$ cat config.mk
export PLATFORM = sky130hd
export DESIGN_NAME = accumulator_8_bits
export DESIGN_NICKNAME = d
export VERILOG_FILES = /design/src/rtl/accumulator_pkg.sv /design/src/rtl/full_adder_8_bits_behavior.sv /design/src/rtl/accumulator_8_bits.sv
export SDC_FILE = /design/constraint.sdc
export NUM_CORES = 1
export LEC_CHECK = 0
export ABC_AREA = 0
export CAP_MARGIN = 20
export CORE_MARGIN = 2
export CORE_UTILIZATION = 56
export CTS_CLUSTER_SIZE = 14
export DETAILED_ROUTE_END_ITERATION = 8
export DONT_BUFFER_PORTS = 1
export GPL_TIMING_DRIVEN = 0
export PLACE_DENSITY = 0.71
export SLEW_MARGIN = 0
export SYNTH_ARGS = -nofsm -noshare
export SYNTH_HDL_FRONTEND = slang
export SYNTH_HIERARCHICAL = 1
export SYNTH_SLANG_ARGS = --single-unit
$ cat constraint.sdc
create_clock -name CLK -period 5.77 [get_ports CLK]
set_clock_uncertainty 0.05 [all_clocks]
set_input_delay 0.8655 -clock CLK [delete_from_list [all_inputs] [get_ports CLK]]
set_output_delay 0.8655 -clock CLK [all_outputs]
set_load 0.1 [all_outputs]
$ cat src/rtl/accumulator_pkg.sv
// Shared types and constants for the 8-bit running-sum accumulator.
package accumulator_pkg;

  localparam int unsigned WIDTH = 8;
  localparam int unsigned OP_W  = 2;
  localparam int unsigned CNT_W = 8;

  typedef enum logic [OP_W-1:0] {
    OP_ADD   = 2'b00,
    OP_LOAD  = 2'b01,
    OP_CLEAR = 2'b10,
    OP_RSVD  = 2'b11
  } op_e;

  typedef enum logic {
    ST_IDLE = 1'b0,
    ST_EXEC = 1'b1
  } state_e;

endpackage

$ cat src/rtl/full_adder_8_bits_behavior.sv
// Combinational 8-cell ripple-carry adder with scalar sum outputs S1 (LSB) .. S8 (MSB).
module full_adder_8_bits_behavior (
  input  logic [7:0] A,
  input  logic [7:0] B,
  input  logic       CIN,
  output logic       S1,
  output logic       S2,
  output logic       S3,
  output logic       S4,
  output logic       S5,
  output logic       S6,
  output logic       S7,
  output logic       S8,
  output logic       COUT
);

  logic [7:0] w_sum;
  logic       w_carry;

  // Carry ripples LSB to MSB through one full-adder cell per bit.
  always_comb begin
    w_sum   = '0;
    w_carry = CIN;
    for (int i = 0; i < 8; i++) begin
      w_sum[i] = A[i] ^ B[i] ^ w_carry;
      w_carry  = (A[i] & B[i]) | (w_carry & (A[i] ^ B[i]));
    end
  end

  assign {S8, S7, S6, S5, S4, S3, S2, S1} = w_sum;
  assign COUT = w_carry;

endmodule

$ cat src/rtl/accumulator_8_bits.sv
// Clocked running-sum stage around the ripple adder: valid/ready operand input,
// two-cycle IDLE/EXEC handshake, carry/overflow status and saturating ADD counter.
module accumulator_8_bits #(
  parameter int unsigned WIDTH = 8
) (
  input  logic             CLK,
  input  logic             RST,
  input  logic             IN_VALID,
  output logic             IN_READY,
  input  logic [1:0]       IN_OP,
  input  logic [WIDTH-1:0] IN_DATA,
  output logic [WIDTH-1:0] ACC,
  output logic             COUT,
  output logic             OVF,
  output logic [7:0]       COUNT,
  output logic             OUT_VALID
);

  import accumulator_pkg::*;

  localparam logic [CNT_W-1:0] CNT_MAX = '1;

  state_e           r_state;
  op_e              r_op;
  logic [WIDTH-1:0] r_data;
  logic [WIDTH-1:0] r_acc;
  logic             r_cout;
  logic             r_ovf;
  logic [CNT_W-1:0] r_count;
  logic             r_out_valid;

  logic [WIDTH-1:0] w_sum;
  logic             w_carry;

  full_adder_8_bits_behavior u_adder (
    .A    (r_acc),
    .B    (r_data),
    .CIN  (1'b0),
    .S1   (w_sum[0]),
    .S2   (w_sum[1]),
    .S3   (w_sum[2]),
    .S4   (w_sum[3]),
    .S5   (w_sum[4]),
    .S6   (w_sum[5]),
    .S7   (w_sum[6]),
    .S8   (w_sum[7]),
    .COUT (w_carry)
  );

  // IDLE latches the offered op; EXEC commits it and pulses OUT_VALID.
  always_ff @(posedge CLK) begin
    if (RST) begin
      r_state     <= ST_IDLE;
      r_op        <= OP_ADD;
      r_data      <= '0;
      r_acc       <= '0;
      r_cout      <= 1'b0;
      r_ovf       <= 1'b0;
      r_count     <= '0;
      r_out_valid <= 1'b0;
    end else begin
      r_out_valid <= 1'b0;
      case (r_state)
        ST_IDLE: begin
          if (IN_VALID) begin
            r_op    <= op_e'(IN_OP);
            r_data  <= IN_DATA;
            r_state <= ST_EXEC;
          end
        end
        ST_EXEC: begin
          r_state     <= ST_IDLE;
          r_out_valid <= 1'b1;
          case (r_op)
            OP_ADD: begin
              r_acc  <= w_sum;
              r_cout <= w_carry;
              r_ovf  <= r_ovf | w_carry;
              if (r_count != CNT_MAX) begin
                r_count <= r_count + CNT_W'(1);
              end
            end
            OP_LOAD: begin
              r_acc  <= r_data;
              r_cout <= 1'b0;
            end
            OP_CLEAR: begin
              r_acc   <= '0;
              r_cout  <= 1'b0;
              r_ovf   <= 1'b0;
              r_count <= '0;
            end
            OP_RSVD: begin
              r_acc <= r_acc;
            end
          endcase
        end
      endcase
    end
  end

  assign IN_READY  = (r_state == ST_IDLE);
  assign ACC       = r_acc;
  assign COUT      = r_cout;
  assign OVF       = r_ovf;
  assign COUNT     = r_count;
  assign OUT_VALID = r_out_valid;

endmodule

==> impl_summary.md <==
Outcome
The run finished with clean final reports.

Synthesis
For this run, the register share of the synthesized area comes to 0.385. Of the total synthesized cell area, the portion taken by XOR and XNOR cells is 0. The fraction of the mapped netlist area in adder cells is 0.143.

The post-synthesis cell count is 182. Dividing the synthesized area by the synthesized cell count gives 8.58 um^2. Synthesis produced a netlist with a net count of 208.

Counting distinct cell types in the post-synthesis netlist gives 35. The largest family of logic cells by synthesized area is simple AND/OR/NAND/NOR gates. Of all cell types, the one taking the most synthesized area is sky130_fd_sc_hd__dfxtp_1. Yosys printed 6 warnings. The number of flops mapped to enable cells by yosys is 0.

The prevailing post-synth register cell is sky130_fd_sc_hd__dfxtp_1. The fraction of synthesized cell area taken by the top area cell type is 0.385. Synthesis inferred 30 register bits. The fraction of the mapped netlist area in simple logic gates is 0.238. After synthesis, the share of flip-flops with an asynchronous set or reset is 0. The mux share of post-synthesis cell area is 0.00641. The commonest cells after synthesis are 30 x sky130_fd_sc_hd__dfxtp_1, 25 x sky130_fd_sc_hd__nand2_1, 17 x sky130_fd_sc_hd__a21oi_1.

The complex-gate fraction of the synthesized area is 0.156. Sorting the synthesized cells by area gives the leading types as sky130_fd_sc_hd__dfxtp_1 38%, sky130_fd_sc_hd__fa_1 10%, sky130_fd_sc_hd__nand2_1 6.0%. The synthesized netlist occupies a cell area of 1560 um^2. The most frequently used cell type in the post-synthesis netlist is sky130_fd_sc_hd__dfxtp_1.

Clock network
The library cell used as clock root buffer is sky130_fd_sc_hd__clkbuf_4. The number of buffers created by CTS is 5. The maximum count of clock buffers along a single path is 2.

After clock tree synthesis, the setup repair step added 0 buffers. After clock tree synthesis, the repair step resized 0 gates. TritonCTS built the clock tree. The number of buffers inserted for hold repair after clock tree synthesis is 0.

The clock drives 30 sinks. In this run the number of H-tree levels came out at 2. The clock-pin slew of the registers on the worst-case setup and hold paths is 0.10 ns. The clock reaches the later pin of the worst-skew pair after 0.32 ns.

Place
The post-DP HPWL is 2.47 mm. The last weighted congestion value of the routability-driven placer is 0.871. Input and output buffers added on the ports amount to 0.

Route
In this run the remaining antenna-violating nets after routing total 0. Dividing the detail-routed via count by the number of cells gives 5.82. The number of remaining DRC errors is 0. The DRC violation total after the first TritonRoute iteration is 40.

Wires add up to 3.33 mm. The post-detailed-route wirelength per cell is 15.1 um. The first-pass iteration count of the detailed router is 4. Summing over every cut layer, the via total after detailed routing is 1,286.

Power
Power spread over the standard cell area amounts to ~270 nW/um^2. The static leakage power is between 0.6 and 0.7 nW. The peak supply drop is about 0.21 mV.

STA
The number of pins with negative max-slew slack in the final report was 0. For the pin with the worst max-slew slack, the measured transition is 1.10 ns. Setup repair after global routing left no endpoint under its margin. The final hold violation count came to 0. The count of endpoints failing setup in the final report is 0. In this run the tightest slew margin relative to its limit is 0.263. The fmax is 223 MHz.

Subtracting the final worst setup slack from the clock period gives 4.49 ns. Dividing the final minimum period by the clock period gives 0.778. After routing, the total negative slack on setup checks comes to 0 ns. The worst hold margin is 0.454 ns.

GRT
The remaining global-route overflow is 0. The via count of the first global-routing pass is 1,268. The first global-routing pass estimated 5.69 mm of wire. The maximum number of pins on one net before global-route repair is 11.

In the global route stage, overall resource usage came out at 0.228. The initial antenna violation count is 0.

Die
The number of core rows is 19. The floorplan step defined a die boundary enclosing 3230 um^2. The floorplan die height is roughly 57 um.

The count of boundary I/O pins is 33. For this configuration, the core starts out at a cell density of 0.576. The chip width is 56.8 um.

The total core area is 2710 um^2.

Worst setup path
The setup slack of the most critical reg-to-reg path is ~1.3 ns. In this run the worst setup path begins at ACC[0]. The critical path arrival is 4.68 ns. Along the worst path, the maximum fanout reaches 3. The required time of the critical path is 5.96 ns. STA classifies the critical path endpoint as a register. STA classifies the critical path startpoint as a register. The startpoint identified for the worst register-to-register timing path is ACC[0]. The worst register-to-register path has a depth of 14. The end point of the critical path is ACC[7].

The worst flop-to-flop path endpoint is ACC[7]. The category of the most critical setup path is register to register.

Layout
Relative to the synthesized area, the layout overhead comes to 6.33%. The final layout contains 215 nets. The antenna diode count is 0. The multi-input gate area in the final layout is 852 um^2. The total area of sequential cells is 601 um^2. The layout cell share with drive strength beyond 1 is 0.0789. The filler cells instantiated in the layout total ~260.

Run
The total of max-cap violations is 0.

Hold path
In this run the worst hold path is classified as register to register.
## layer usage
| layer | up-vias | global-route usage | part of all wire |
|---|---|---|---|
| met4 | 0 | 0.106 | 0.017 |
| met3 | 7 | 0.0668 | 0.086 |
| li1 | 632 | - | - |
| met2 | 43 | 0.337 | 0.45 |
| met5 | - | 0 | 0 |
| met1 | 604 | 0.306 | 0.45 |
## worst max-delay path, stage by stage (launching register included)
cell                       delay, ns
sky130_fd_sc_hd__dfxtp_1        0.68
sky130_fd_sc_hd__fa_1           0.58
sky130_fd_sc_hd__inv_1          0.08
sky130_fd_sc_hd__fa_1           0.17
sky130_fd_sc_hd__inv_1          0.05
sky130_fd_sc_hd__fa_1           0.37
sky130_fd_sc_hd__fa_1           0.39
sky130_fd_sc_hd__fa_1           0.40
sky130_fd_sc_hd__fa_1           0.41
sky130_fd_sc_hd__fa_1           0.37
sky130_fd_sc_hd__inv_1          0.08
sky130_fd_sc_hd__fa_1           0.40
sky130_fd_sc_hd__inv_1          0.06
sky130_fd_sc_hd__nand2b_1       0.05
sky130_fd_sc_hd__a311oi_1       0.25
## power breakdown
part           internal [W]  leakage, nW  switching (W)
clock             0.0000590       0.0353      0.0000698
sequential         0.000216        0.245      0.0000472
combinational     0.0000223        0.345      0.0000358
## cell usage in the layout, fill, tap and decap left out, drive strengths merged
cell type and count:
dfxtp 30, nand2 25, a21oi 17, nor2 15, inv 14, clkbuf 14, nand2b 10, nand3 10
a311oi 8, fa 8, ha 5, o21ai 5, nor3 4, a31oi 3, and3 3, or4b 3
buf 3, and2b 1, nand3b 1, a211oi 1, a41o 1, a2bb2oi 1, mux2i 1, o32ai 1
o21ba 1, or4 1, or3b 1, or3 1, clkinv 1, conb 1
## how the worst min path moves through the flow
stage	start	endpoint	cells after the start
floorplan	r_data[7]	r_data[7]	2
global placement	r_data[4]	r_data[4]	2
detailed placement	r_data[7]	r_data[7]	2
CTS	r_data[7]	r_data[7]	2
global route	r_data[7]	r_data[7]	2
finish	r_data[7]	r_data[7]	2
## state kept, by name (all words and copies together), names as in the netlist
signal,count
r_data,8
COUT,1
r_op,2
COUNT,8
OVF,1
OUT_VALID,1
r_state,1
ACC,8
## per-stage QoR
step	setup slack [ns]	cells	util	power [W]	area (um^2)
after global placement	1.40	213	0.590	0.000322	1600
after global routing	1.05	221	0.613	0.000475	1660
final	1.28	221	0.613	0.000450	1660
after CTS	1.27	221	0.613	0.000456	1660
after floorplan	1.54	182	-	0.000311	1560
after detailed placement	1.31	213	0.590	0.000326	1600
## layout make-up
type | count | area share
multi-input cells | 128 | 0.513
flip-flops and latches | 30 | 0.362
plain buffers | 10 | 0.0339
clock buffers | 7 | 0.0332
inverters | 14 | 0.0317
well taps | 31 | 0.0234
clock inverters | 1 | 0.00301
## kinds of logic (layout without fill, tap and decap cells)
logic type      count (synthesis)  after routing
compound gates                 38             38
buf+inv                        24             32
mux                             1              1
other cells                     1              1
fa+ha+maj                      13             13
simple gates                   75             75
flops                          30             30
Note: power is estimated with default switching activity, not from simulation.
